===== src/rtl/arm_pwm_pkg.sv =====
// Shared PWM types: ramp FSM encoding, default duty clamp and the bounded duty step.
// Combinational helpers only; no latency, no backpressure.
package arm_pwm_pkg;

    typedef enum logic [1:0] {
        ST_IDLE = 2'd0,
        ST_RAMP = 2'd1,
        ST_DONE = 2'd2
    } state_t;

    localparam int DEFAULT_MAX_DUTY = 100;

    // Moves duty toward tgt by at most step; the signed 9-bit difference
    // keeps a downward ramp from wrapping and the min() prevents overshoot.
    function automatic logic [7:0] step_toward(
        input logic [7:0] duty,
        input logic [7:0] tgt,
        input logic [7:0] step
    );
        logic signed [8:0] diff;
        logic        [8:0] mag;
        diff = $signed({1'b0, tgt}) - $signed({1'b0, duty});
        mag  = diff[8] ? $unsigned(-diff) : $unsigned(diff);
        if (mag > {1'b0, step}) begin
            mag = {1'b0, step};
        end
        return diff[8] ? (duty - mag[7:0]) : (duty + mag[7:0]);
    endfunction

endpackage


===== src/rtl/duty_ramp_ctrl_if.sv =====
// Target request channel into the duty ramp controller (valid/ready).
// Pure wiring; backpressure is target_ready driven by the slave.
interface duty_ramp_ctrl_if;
    logic [7:0] target;
    logic       target_valid;
    logic       target_ready;

    modport master (output target, output target_valid, input  target_ready);
    modport slave  (input  target, input  target_valid, output target_ready);
endinterface


===== src/rtl/tick_prescaler.sv =====
// Step prescaler: tick pulses on the cycle the counter sits at TICK_DIV-1 while enabled.
// Latency: first tick TICK_DIV enabled cycles after clr; en low freezes the count.
module tick_prescaler #(
    parameter int TICK_DIV = 4
) (
    input  logic clk,
    input  logic reset,
    input  logic clr,
    input  logic en,
    output logic tick
);

    localparam int            CW   = (TICK_DIV > 1) ? $clog2(TICK_DIV) : 1;
    localparam logic [CW-1:0] LAST = CW'(TICK_DIV - 1);

    logic [CW-1:0] cnt;

    assign tick = en && !clr && (cnt == LAST);

    always_ff @(posedge clk or posedge reset) begin
        if (reset) begin
            cnt <= '0;
        end else if (clr) begin
            cnt <= '0;
        end else if (en) begin
            cnt <= (cnt == LAST) ? '0 : cnt + CW'(1);
        end
    end

endmodule


===== src/rtl/duty_ramp_ctrl.sv =====
// Duty ramp controller: moves duty_cycle toward a latched target by up to STEP every TICK_DIV cycles.
// Latency: first step TICK_DIV cycles after accept; backpressure: target_ready only while idle, no queueing.
module duty_ramp_ctrl
    import arm_pwm_pkg::*;
#(
    parameter int TICK_DIV = 4,
    parameter int STEP     = 5,
    parameter int MAX_DUTY = DEFAULT_MAX_DUTY
) (
    input  logic                   clk,
    input  logic                   reset,
    duty_ramp_ctrl_if.slave        tgt,
    input  logic                   hold,
    output logic [7:0]             duty_cycle,
    output logic                   busy,
    output logic                   done
);

    localparam logic [7:0] MAX8  = 8'(MAX_DUTY);
    localparam logic [7:0] STEP8 = 8'(STEP);

    state_t     state;
    state_t     state_nxt;
    logic [7:0] tgt_q;
    logic [7:0] tgt_clamped;
    logic [7:0] duty_nxt;
    logic       rdy_en;
    logic       accept;
    logic       tick;
    logic       pre_clr;
    logic       pre_en;

    // rdy_en holds ready low through reset and for the release edge itself.
    assign tgt.target_ready = rdy_en && (state == ST_IDLE);
    assign accept           = tgt.target_valid && tgt.target_ready;
    assign tgt_clamped      = (tgt.target > MAX8) ? MAX8 : tgt.target;
    assign duty_nxt         = step_toward(duty_cycle, tgt_q, STEP8);

    assign pre_clr = (state != ST_RAMP);
    assign pre_en  = (state == ST_RAMP) && !hold;

    tick_prescaler #(
        .TICK_DIV (TICK_DIV)
    ) u_prescaler (
        .clk   (clk),
        .reset (reset),
        .clr   (pre_clr),
        .en    (pre_en),
        .tick  (tick)
    );

    always_comb begin
        state_nxt = state;
        busy      = 1'b0;
        done      = 1'b0;
        case (state)
            ST_IDLE: begin
                if (accept) begin
                    state_nxt = (tgt_clamped == duty_cycle) ? ST_DONE : ST_RAMP;
                end
            end
            ST_RAMP: begin
                busy = 1'b1;
                if (tick && (duty_nxt == tgt_q)) begin
                    state_nxt = ST_DONE;
                end
            end
            ST_DONE: begin
                busy      = 1'b1;
                done      = 1'b1;
                state_nxt = ST_IDLE;
            end
            default: state_nxt = ST_IDLE;
        endcase
    end

    always_ff @(posedge clk or posedge reset) begin
        if (reset) begin
            state      <= ST_IDLE;
            duty_cycle <= '0;
            tgt_q      <= '0;
            rdy_en     <= 1'b0;
        end else begin
            state  <= state_nxt;
            rdy_en <= 1'b1;
            if (accept) begin
                tgt_q <= tgt_clamped;
            end
            if (tick) begin
                duty_cycle <= duty_nxt;
            end
        end
    end

endmodule

===== src/flat_wrapper.sv =====
// flat-port wrapper written by rule: the top's interface ports become plain ports
module duty_ramp_ctrl_flat import arm_pwm_pkg::*;
#(
    parameter int TICK_DIV = 4,
    parameter int STEP     = 5,
    parameter int MAX_DUTY = DEFAULT_MAX_DUTY
)
  (clk, reset, hold, duty_cycle, busy, done, tgt_target, tgt_target_valid, tgt_target_ready);
  duty_ramp_ctrl_if tgt_i ();
  input  logic clk;
  input  logic reset;
  input  logic hold;
  output logic [7:0] duty_cycle;
  output logic busy;
  output logic done;
  input wire logic [$bits(tgt_i.target)-1:0] tgt_target;
  input wire logic [$bits(tgt_i.target_valid)-1:0] tgt_target_valid;
  output wire logic [$bits(tgt_i.target_ready)-1:0] tgt_target_ready;
  assign tgt_i.target = tgt_target;
  assign tgt_i.target_valid = tgt_target_valid;
  assign tgt_target_ready = tgt_i.target_ready;
  duty_ramp_ctrl #(.TICK_DIV(TICK_DIV), .STEP(STEP), .MAX_DUTY(MAX_DUTY)) u_core (.clk(clk), .reset(reset), .tgt(tgt_i), .hold(hold), .duty_cycle(duty_cycle), .busy(busy), .done(done));
endmodule

===== config.mk =====
export PLATFORM = sky130hd
export DESIGN_NAME = duty_ramp_ctrl_flat
export DESIGN_NICKNAME = d
export VERILOG_FILES = /design/src/rtl/arm_pwm_pkg.sv /design/src/rtl/duty_ramp_ctrl_if.sv /design/src/rtl/tick_prescaler.sv /design/src/rtl/duty_ramp_ctrl.sv /design/src/flat_wrapper.sv
export SDC_FILE = /design/constraint.sdc
export NUM_CORES = 1
export LEC_CHECK = 0
export ABC_AREA = 1
export BUFFER_PORTS_ARGS = -buffer_cell sky130_fd_sc_hd__buf_2
export CORE_MARGIN = 2
export CORE_UTILIZATION = 45
export CTS_CLUSTER_DIAMETER = 80
export DETAILED_ROUTE_END_ITERATION = 12
export GPL_TIMING_DRIVEN = 0
export MAX_ROUTING_LAYER = met4
export SLEW_MARGIN = 20
export SYNTH_ARGS = -nofsm -noshare
export SYNTH_HDL_FRONTEND = slang
export SYNTH_SLANG_ARGS = --single-unit

===== constraint.sdc =====
create_clock -name clk -period 5.1 [get_ports clk]
set_input_delay 0.765 -clock clk [delete_from_list [all_inputs] [get_ports clk]]
set_output_delay 0.765 -clock clk [all_outputs]
set_load 0.02 [all_outputs]

# Word level (Yosys, flattened, before mapping)
# Index checks and enable logic that the tools add are counted.
# classes
n_reduce_logical	12
n_mux	13
eq_ne	8
add_sub_neg	5
n_lt_le_gt_ge	2
# ops
op	n
8-bit two-way mux	3
8-bit equality test	2
2-bit two-way mux	6
9-bit by 3-bit > comparator with 1-bit output (second input constant)	1
9-bit two-way mux	1
9-bit negation	1
8-bit by 8-bit subtractor with 9-bit output	1
8-bit adder	1
8-bit by 7-bit > comparator with 1-bit output (second input constant)	1
8-bit subtractor	1
1-bit logical AND	6
2-bit equality test (second input constant)	2
2-bit by 1-bit inequality test with 1-bit output (second input constant)	2
2-bit one-hot mux with 2 select lines	1
2-bit by 1-bit adder with 2-bit output (second input constant)	1
2-bit by 1-bit equality test with 1-bit output (second input constant)	1
1-bit logical NOT	2
2-bit logical NOT	1
1-bit two-way mux	2
2-bit inequality test (second input constant)	1
2-bit AND reduction	1
2-bit nonzero test	1
2-bit OR reduction	1
# word_totals
ff_bits	21
out_inout_bits	11
elab_cells	45
in_bits	12

# Depth between registers and ports, before layout
# logic_depth
word_depth	11
ltp_mapped	42
ltp_nobuf	41

# Cells and area by module
# From an unflattened synthesis, not the netlist that was laid out.
# hier_totals
hier_cells	359
area_unflattened_um2	2389.8
# by_module_without_submodules
module	cells_each	n_inst	seq_area_each_um2	area_per_inst_um2
duty_ramp_ctrl	344	1	475.5	2269.7
tick_prescaler	15	1	50.0	120.1

# Least setup slack after synthesis
# No wires, ideal clock.
# synth_timing
path_kind	register -> register
startpoint	reg u_core.duty_cycle[0]
endpoint	reg u_core.state[1]
stages_incl_launch_ff	35
setup_time_ns	0.117
arrival_ns	4.602
required_time_ns	4.983
slack_ns	0.382
path_buffers	0
synth_period_minus_slack_ns	4.718
cell_sequence	dfrtp_1 > ha_1 > inv_1 > fa_1 > inv_1 > ha_1 > inv_1 > nor2_2 > nand3_1 > nand2_1 > xor2_1 > nand2_1 > nor2_2 > nand2_1 > nor2_1 > inv_1 > ha_1 > inv_1 > o21ai_0 > inv_1 > ha_1 > nand2_1 > o21ai_0 > nand2_1 > nand2_1 > nand2_1 > nand2_1 > xor2_1 > xnor2_1 > nor4_1 > nand3_2 > nand2_2 > nand2_2 > nand2_1 > nand2_1
# synth_via
elab_chain_cells	11
word_cells_on_any_way	16
classes_between	4 x add/sub; 1 x order compare; 3 x eq/ne; 6 x mux; 2 x reduce/logical
# synth_rtl
item	line	text
start: declaration	duty_ramp_ctrl.sv:14	output logic [7:0] duty_cycle,
start signal: assignment	duty_ramp_ctrl.sv:90	duty_cycle <= duty_nxt;
8-bit by 8-bit subtractor with 9-bit output	arm_pwm_pkg.sv:22	diff = $signed({1'b0, tgt}) - $signed({1'b0, duty});
9-bit negation	arm_pwm_pkg.sv:23	mag = diff[8] ? $unsigned(-diff) : $unsigned(diff);
9-bit two-way mux	arm_pwm_pkg.sv:23	
9-bit by 3-bit > comparator with 1-bit output	arm_pwm_pkg.sv:24	if (mag > {1'b0, step}) begin
8-bit two-way mux	arm_pwm_pkg.sv:24	
8-bit adder or 8-bit subtractor (tied branches)	arm_pwm_pkg.sv:27	return diff[8] ? (duty - mag[7:0]) : (duty + mag[7:0]);
8-bit two-way mux	arm_pwm_pkg.sv:27	
8-bit equality test	duty_ramp_ctrl.sv:64	if (tick && (duty_nxt == tgt_q)) begin
1-bit logical AND	duty_ramp_ctrl.sv:64	
2-bit inequality test (no source line)	--	
2-bit AND reduction (no source line)	--	
end signal: assignment	duty_ramp_ctrl.sv:84	state <= state_nxt;
end: declaration	duty_ramp_ctrl.sv:22	state_t state;
# Several ways; a longest one is shown, not always the timed one. The select of a mux whose other input is x is not followed.
# A chain may end at the register's enable or synchronous reset.

# Final worst setup path
# layout_timing
startpoint	reg u_core.tgt_q[0]
endpoint	reg u_core.state[1]
# layout_via
elab_chain_cells	11
word_cells_on_any_way	12
classes_between	4 x add/sub; 1 x order compare; 2 x eq/ne; 3 x mux; 2 x reduce/logical
# layout_rtl
item	line	text
start: declaration	duty_ramp_ctrl.sv:24	logic [7:0] tgt_q;
start signal: assignment	duty_ramp_ctrl.sv:87	tgt_q <= tgt_clamped;
8-bit by 8-bit subtractor with 9-bit output	arm_pwm_pkg.sv:22	
9-bit negation	arm_pwm_pkg.sv:23	
9-bit two-way mux	arm_pwm_pkg.sv:23	
9-bit by 3-bit > comparator with 1-bit output	arm_pwm_pkg.sv:24	
8-bit two-way mux	arm_pwm_pkg.sv:24	
8-bit adder or 8-bit subtractor (tied branches)	arm_pwm_pkg.sv:27	
8-bit two-way mux	arm_pwm_pkg.sv:27	
8-bit equality test (*)	duty_ramp_ctrl.sv:64	
1-bit logical AND (*)	duty_ramp_ctrl.sv:64	
2-bit inequality test (no source line) (*)	--	
2-bit AND reduction (no source line) (*)	--	
# Every way passes the cells marked *; elsewhere a longest branch is shown, timed or not.

==> metrics.md <==
| Metric | Value |
|---|---|
| Status | completed |
| R2r startpoint | u_core.tgt_q[0]$_DFFE_PP0P_ |
| CTS Buf Count | 3 |
| I/O pin count | 23 |
| Grt ovf | 0 |
| Area Growth Syn to Fin | 20.4% |
| Min Tclk post-route | approximately 4.8 ns |
| H-tree depth | 1 |
| Grt met3 use | between 1 and 1.5% |
| Worst Skew | around 0.0016 ns |
| Reg2Reg Depth | 36 |
| RSZ-0062 raised after global routing | true |
| Synth Flop Type | dfrtp_1 |
| Port Buffers | 22 |
| Fraction of registers with async set/reset | between 90% and 100% |
| Clock sink total | 21 |
| Clock transition at path regs | ~0.08 ns |
| Setup violators final | 0 |
| Core footprint | 5040 um2 |
| First-pass GRT wire length | between 8 and 9 mm |
| Tcrit/Tclk final | between 90% and 100% |
| CTS tree | yes |
| Vias per inst | around 4.8 |
| Max cap viols | 0 |
| Critical Path Most Common Cell | nand2_1 |
| GRT Total Usage | 19.7% |
| Avg Cell Area, Syn | 6.60 um2 |
| Iteration-0 DRC Markers | between 40 and 50 |
| Die Span X | roughly 76 um |
| WS Path Type | reg -> reg |
| Top post-synthesis cells by area | dfrtp_1, nand2_1, ha_1, inv_1, nand3_1 |
| Post-DRT Antenna Nets | 0 |
| Starting density of the core | between 40% and 50% |
| Final Cell Area | approximately 2800 um2 |
| Number of global-route vias before repair | around 1,900 |
| Most numerous cell in the Yosys netlist | nand2_1 |
| Synth area leader | dfrtp_1 |
| Sequential-to-total area share from yosys stat | a little under a quarter |
| Root buf cell | clkbuf_8 |
| Filler instances | about 530 |
| CP peak stage delay | between 0.4 and 0.5 ns |
| Ys Warns | 0 |
| Yosys reg bits | 21 |
| Synth cell types | 32 |
| Global route hottest layer | met2 |
| Worst-skew pair later-pin latency | about 0.26 ns |
| Yosys top cell area share | 22.7% |
| Routed WL per cell | between 10 and 15 um |
| Critical path launch point type | register |
| GRT met2 Usage | 33.3% |
| Hold crit path type | reg -> reg |
| Clk buf depth | 2 |
| Share of layout cells above drive strength 1 | approximately 25% |
| Slew @ Worst Pin | roughly 0.80 ns |
| Pin count of the biggest net entering global routing | 22 |
| First-pass DRT Iterations | 4 |
| Mapped Cells | ~350 |
| Ant diodes | 0 |
| CP Max Fanout | 3 |
| Layout Nets | between 400 and 500 |
| Num rows | 26 |
| Drt drc | 0 |
| Min-delay src | u_core.u_prescaler.cnt[0]$_DFFE_PP0P_ |
| Placed cell area | ~2500 um2 |
| CP top delay family | simple AND/OR/NAND/NOR gates |
| Die Y | about 76 um |
| Vias post-DR | 2,182 |
| TNS Setup | 0 ns |
| Slew Limit Fails | 0 |
| Crit path buffers/inverters | 7 |
| DP Worst Slack | -0.246 ns |
| RePlAce Congestion | a little under 0.8 |
| DIE AREA | approximately 5700 um2 |
| Slowest cell on the critical path | fa_2 |
| GR Util met1 | 26.1% |
| F_max | around 210 MHz |
| Post-synthesis instance area | 2320 um2 |
| Syn nets | slightly below 400 |
| Final WL | ~5.2 mm |
| EDFF count, synth | 0 |
| Synth cell count leaders | nand2_1, inv_1, nand3_1 |
| Arr. time, crit path | between 4 and 5 ns |
| Worst setup EP type | register |
| Final hold vios | 0 |
| CP Data Required Time | ~5.3 ns |
| FF-to-FF End | u_core.state[1]$_DFFE_PP0P_ |
| Worst Hold Endpoint | u_core.u_prescaler.cnt[0]$_DFFE_PP0P_ |
| Hold Path Stages | 1 |
| FF-to-FF setup slack | around 0.33 ns |
| Final worst-path setup slack | 0.333 ns |
| Dpl hpwl | ~4.2 mm |
| Antenna violations before repair | 0 |
| Max-slew headroom | a little under half |
| Final hold slack | 0.501 ns |
[state kept, by name (all words and copies together) (netlist names)]
signal                  cells
u_core.duty_cycle           8
u_core.rdy_en               1
u_core.state                2
u_core.tgt_q                8
u_core.u_prescaler.cnt      2
[cell families (layout without fill, tap and decap cells)]
logic type	count (synthesis)	after routing	share of synthesized area [%]
AND/OR/NAND/NOR	187	187	37.8
adder cells (fa/ha/maj)	23	23	13.1
XOR/XNOR	19	19	7.19
flip-flops	21	21	22.7
other	1	1	0.162
AO/OA/AOI/OAI	34	34	8.05
buffers and inverters	66	103	11.0
[layout make-up]
class	count	area (um2)	share of cell area, %
plain buffers	3	18.8	0.673
clock buffers	3	41.3	1.48
clock inverters	1	5.00	0.180
inverters	63	241	8.66
multi-input cells	264	1680	60.1
flip-flops and latches	21	526	18.9
well taps	70	87.6	3.14
repair buffers	33	193	6.91
[what timing repair did]
action	CTS	global route
hold buffers	0	0
pin swaps	0	27
gates resized for setup	6	38
setup buffers	0	11
setup endpoints to repair	2	3
[stage by stage]
stage,instances,utilization (%)
3_5_place_dp,443,49.9
4_1_cts,447,51.0
5_1_grt,458,55.3
3_3_place_gp,443,49.9
2_1_floorplan,351,-
6_report,458,55.3
[layout by cell type (no fill, tap or decap), types with 11 or more instances in the layout]
cell type and instances:
buf_2 22, buf_4 11, dfrtp_1 21, ha_1 18
inv_1 52, nand2_1 96, nand3_1 32, nor2_1 17
o21ai_0 16, xor2_1 13
[per-layer routing]
metal | vias up | part of all wire (%)
met5 | - | 0
met2 | 23 | 47
met1 | 974 | 50
met3 | 4 | 1.7
met4 | 0 | 0.77
li1 | 1181 | -
[worst register-to-register path, delay by kind of cell (launching register included)]
| kind | cells | cell delay [ns] |
|---|---|---|
| and+or+nand+nor | 20 | 1.98 |
| adders and majority gates | 5 | 1.32 |
| buffers and inverters | 7 | 0.41 |
| DFF | 1 | 0.39 |
| AOI/OAI and AO/OA | 2 | 0.29 |
| xor gates and xnor gates | 2 | 0.29 |
[worst max path at each step]
stage | end | slack (ns) | cells past startpoint | startpoint
after global placement | u_core.state[1]$_DFFE_PP0P_ | -0.17 | 36 | u_core.tgt_q[0]$_DFFE_PP0P_
after global routing | u_core.state[1]$_DFFE_PP0P_ | -0.09 | 36 | u_core.tgt_q[0]$_DFFE_PP0P_
after detailed placement | u_core.state[0]$_DFFE_PP0P_ | -0.25 | 35 | u_core.duty_cycle[0]$_DFFE_PP0P_
after floorplan | u_core.state[1]$_DFFE_PP0P_ | 0.38 | 34 | u_core.duty_cycle[0]$_DFFE_PP0P_
final | u_core.state[1]$_DFFE_PP0P_ | 0.33 | 36 | u_core.tgt_q[0]$_DFFE_PP0P_
after CTS | u_core.state[1]$_DFFE_PP0P_ | 0.03 | 34 | u_core.duty_cycle[0]$_DFFE_PP0P_
Power is not shown: default switching activity piles up to over one toggle a cycle in this logic, so the estimate is an artifact.
